==> src/rtl/muldiv_issue_ctrl.sv <==
// Issues MULT/DIV/MFHI/MFLO to a multi-cycle mult/div unit; MF reads are combinational, starts take 1 cycle.
// While an operation is in flight any new request is stalled until the first idle cycle; flush never aborts it.
module muldiv_issue_ctrl #(
  parameter int MULT_LAT = 16,
  parameter int DIV_LAT  = 32
) (
  input  logic        clk_i,
  input  logic        rst_i,
  input  logic        Op_valid_i,
  input  logic [1:0]  Op_kind_i,
  input  logic [31:0] Rs_i,
  input  logic [31:0] Rt_i,
  input  logic        Flush_i,
  output logic [4:1]  ALUCtl_o,
  output logic [31:0] Op1_o,
  output logic [31:0] Op2_o,
  input  logic        Stall_i,
  input  logic [31:0] Res_i,
  output logic        Stall_o,
  output logic [31:0] Res_o,
  output logic        Res_valid_o,
  output logic        Busy_o,
  output logic        Err_o
);

  localparam int CW = $clog2(DIV_LAT) + 1;
  localparam logic [CW-1:0] MULT_CNT = CW'(MULT_LAT - 1);
  localparam logic [CW-1:0] DIV_CNT  = CW'(DIV_LAT - 1);

  localparam logic [4:1] CMD_NOP  = 4'b0000;
  localparam logic [4:1] CMD_MULT = 4'b1100;
  localparam logic [4:1] CMD_DIV  = 4'b1101;
  localparam logic [4:1] CMD_MFHI = 4'b1000;
  localparam logic [4:1] CMD_MFLO = 4'b1010;

  typedef enum logic {IDLE, BUSY} state_e;

  state_e        state_q, state_d;
  logic [CW-1:0] cnt_q, cnt_d;
  logic          err_q, err_d;

  logic          req;
  logic          start;
  logic [4:1]    alu_ctl;
  logic [31:0]   op1, op2, res;
  logic          stall, res_vld;

  always_ff @(posedge clk_i or posedge rst_i) begin
    if (rst_i) begin
      state_q <= IDLE;
      cnt_q   <= '0;
      err_q   <= 1'b0;
    end else begin
      state_q <= state_d;
      cnt_q   <= cnt_d;
      err_q   <= err_d;
    end
  end

  always_comb begin
    state_d = state_q;
    cnt_d   = cnt_q;
    err_d   = err_q;
    alu_ctl = CMD_NOP;
    op1     = '0;
    op2     = '0;
    res     = '0;
    stall   = 1'b0;
    res_vld = 1'b0;
    start   = 1'b0;
    req     = Op_valid_i && !Flush_i;

    case (state_q)
      IDLE: begin
        if (req) begin
          case (Op_kind_i)
            2'b00: begin
              alu_ctl = CMD_MULT;
              start   = 1'b1;
              cnt_d   = MULT_CNT;
            end
            2'b01: begin
              alu_ctl = CMD_DIV;
              start   = 1'b1;
              cnt_d   = DIV_CNT;
            end
            2'b10: begin
              alu_ctl = CMD_MFHI;
              res     = Res_i;
              res_vld = 1'b1;
            end
            default: begin
              alu_ctl = CMD_MFLO;
              res     = Res_i;
              res_vld = 1'b1;
            end
          endcase
          if (start) begin
            op1     = Rs_i;
            op2     = Rt_i;
            state_d = BUSY;
          end
        end
        // The unit must never report busy unless we just commanded it.
        if (Stall_i && !start) begin
          err_d = 1'b1;
        end
      end
      default: begin
        stall = req;
        cnt_d = cnt_q - 1'b1;
        if (cnt_q <= CW'(1)) begin
          state_d = IDLE;
          cnt_d   = '0;
        end
      end
    endcase
  end

  // State flops clear asynchronously, but the combinational decode must be silenced too.
  assign ALUCtl_o    = rst_i ? CMD_NOP : alu_ctl;
  assign Op1_o       = rst_i ? '0 : op1;
  assign Op2_o       = rst_i ? '0 : op2;
  assign Stall_o     = !rst_i && stall;
  assign Res_o       = rst_i ? '0 : res;
  assign Res_valid_o = !rst_i && res_vld;
  assign Busy_o      = (state_q == BUSY);
  assign Err_o       = err_q;

endmodule

==> config.mk <==
export PLATFORM = sky130hd
export DESIGN_NAME = muldiv_issue_ctrl
export DESIGN_NICKNAME = d
export VERILOG_FILES = /design/src/rtl/muldiv_issue_ctrl.sv
export SDC_FILE = /design/constraint.sdc
export NUM_CORES = 1
export LEC_CHECK = 0
export CORE_ASPECT_RATIO = 0.9
export CORE_MARGIN = 8
export CORE_UTILIZATION = 21
export DETAILED_ROUTE_END_ITERATION = 6
export GPL_ROUTABILITY_DRIVEN = 1
export PLACE_DENSITY_LB_ADDON = 0.12
export REMOVE_ABC_BUFFERS = 1
export SETUP_SLACK_MARGIN = 0.3
export SYNTH_ARGS = -nofsm -noshare
export SYNTH_HDL_FRONTEND = slang
export SYNTH_SLANG_ARGS = --single-unit
==> constraint.sdc <==
create_clock -name clk_i -period 2.55 [get_ports clk_i]
set_clock_uncertainty 0.15 [all_clocks]
set_input_delay 0.6375 -clock clk_i [delete_from_list [all_inputs] [get_ports clk_i]]
set_output_delay 0.6375 -clock clk_i [all_outputs]
set_load 0.005 [all_outputs]
==> results.md <==
* Initial antenna violation count at 0
* Clock root buffer: clkbuf_8
* Metal2 WL at 6290 um
* Port bufs at 206
* Routability cong. at 0.865
* Synthesized flop and latch total at 8
* Synth Warn # at 0
* Fin area at 4280 sq um
* CP Class: in -> out
* Worst Tran Pin Value at 0.529 ns
* Max_cap viols at 0
* CTS sink count at 8
* First-pass GRT wire length at 13900 um
* CP Launch Type: primary input
* Global-route usage over all layers at 22.6%
* CP arrival at 2.01 ns
* Tcrit/Tclk final at 110%
* RSZ-0062 raised after global routing: yes
* Min-Delay Path Class: reg -> reg
* WP data required at 1.76 ns
* Max frequency at 0.358 GHz
* Delay-heaviest family, CP: buffers and inverters
* Post-synth top area cell: and2_1
* DR iter-0 viols at 104
* Area growth syn-to-layout at 272%
* Slowest stage cell on the critical path: nor4b_4
* Starting Density at 21.8%
* Setup violators final at 83
* DP Wirelength at 7210 um
* Fin worst setup slack at -0.245 ns
* Die width at 94.0 um
* Routed len/inst at 24.7 um
* M1 WL at 4100 um
* Pwr Density at 255 nW/um^2
* Min-delay src: Err_o
* DR vias at 2279
* Core area at 5290 sq um
* Failing checks: setup timing
* Leakage power total at 2.08 nW
* CTS H-tree lvls at 1
* Die H at 86.2 um
* Final Power at 1.09 mW
* WHS at 0.317 ns
* Pre-CTS setup slack at -0.759 ns
* Crit path max fanout at 8
* CTS Hold Bufs at 0
* Num ports at 207
* Via count of the first global-routing pass at 1986
* Largest net degree at the start of global routing at 37
* Metal3 WL at 926 um
* Status: finished with violations
* Highest metal used: met4
* Nets at 513
* Grt total ovfl at 0
* Row Count at 25
* Initial DRT Pass Iterations at 4
* RR Startpoint: Busy_o
* Residual DRC at 0
* Share of the synthesized area in the top cell type at 35.9%
* R2r setup slk at 0.74 ns
* Final slew viol count at 0
* Post-Syn Area at 1150 sq um
* Placement-stage cell area at 3290 sq um
* Minimum clock period at 2.80 ns
* Mean Syn Cell Area at 7.29 sq um
* Worst slew margin at 64.2%
* Cells after Synth at 158
* CP max stage delay at 0.27 ns
* Worst vdd ir at 0.537 mV
* Final ANT Viol Nets at 0
* Synth area leaders: and2_1, and3_1, dfrtp_1
* Worst skew pair latency at 0.23 ns
* Final Hold Viols at 0
* DR vias/cell at 4.82
* Worst path bufs/invs at 7
* Distinct cells, synth at 27
* ANT cells at 0
* CTS buffer count at 3
* Worst Setup SP: rst_i
* Clock Tree Buf Depth at 2
* CP cell instances: buf_8 -> nor4b_4 -> buf_4 -> and2b_4 -> buf_12 -> buf_6 -> buf_12 -> buf_16 -> and2_4 -> buf_6
* Layout cells sized above 1 at 59.9%
* Worst-path clk slew at 0.04 ns
* CP Capture Type: output pin
* Final core occ at 80.9%
* Die Area at 8110 sq um
* Detailed-route wire length at 11700 um
* CTS tree: yes
* Sequential share of the synthesized area at 17.4%
[logic make-up (layout without fill, tap and decap cells)]
| group | after synthesis | count (layout) | synth area share, % |
|---|---|---|---|
| simple gates | 113 | 113 | 63.0 |
| buf+inv | 20 | 268 | 8.48 |
| compound gates | 15 | 15 | 8.91 |
| flops | 8 | 8 | 17.4 |
| fa+ha+maj | 2 | 2 | 2.17 |
[final timing paths]
kind,to,cells past startpoint
worst max-delay path,Op2_o[11],10
worst min-delay path,Err_o,1
worst max register to register,cnt_q[4],6
worst min register to register,Err_o,1
max in group asynchronous,Busy_o,3
min in group asynchronous,Err_o,3
[flip-flops by register name, indices dropped and copies added (netlist names)]
register and flops:
Busy_o 1, cnt_q 6, Err_o 1
[placed cells by master, fill, tap and decap left out, types with 3 or more instances in the layout]
| cell | instances |
|---|---|
| buf_6 | 111 |
| clkdlybuf4s50_1 | 100 |
| and2_4 | 60 |
| buf_2 | 22 |
| and3_4 | 17 |
| and3_1 | 16 |
| dfrtp_1 | 8 |
| buf_16 | 8 |
| buf_4 | 8 |
| and2_1 | 6 |
| inv_1 | 5 |
| buf_12 | 5 |
| o31ai_1 | 4 |
| a21oi_1 | 3 |
| clkbuf_8 | 3 |
[synth_stat cells, drive strengths merged]
cell / instances
nand2: 2
nor2: 2
a41o: 1
and2: 66
o31ai: 4
ha: 2
and2b: 1
inv: 5
clkbuf: 8
or3: 2
o211ai: 1
a211oi: 1
buf: 7
a21o: 1
nor3: 1
a22oi: 1
o21ai: 2
nor4b: 3
nor3b: 2
a21oi: 3
dfrtp: 8
or4b: 1
o21bai: 1
and3: 33
[timing repair]
item | in CTS | in global routing
buffers inserted | 27 | 5
pin swaps | 25 | 48
endpoints found under the setup margin | 102 | 102
cloned | 12 | 2
resized for setup | 499 | 127
[layout make-up]
class,count,area [sq um]
inverter,5,18.8
multi-input combinational,130,1100
sequential,8,200
clock buffer,3,41.3
timing repair buffer,260,2840
fill,287,1010
tap,67,83.8
[report_power, final]
part	switching [mW]	internal (mW)
Combinational	0.265	0.431
Sequential	0.0566	0.184
Clock	0.0504	0.102
[per-stage QoR]
step           std cells  TNS, ns
2_1_floorplan        143   -47.36
3_3_place_gp         424   -68.30
3_5_place_dp         424   -69.73
4_1_cts              466    -9.40
5_1_grt              473   -16.48
6_report             473   -14.13
[layer usage]
metal / GRT usage, % / up-vias
met5: 0 / -
met1: 26.2 / 1090
met2: 41.9 / 126
li1: - / 1037
met4: 2.45 / 0
met3: 5.35 / 26
No activity file was read; power rests on OpenSTA's default activity.
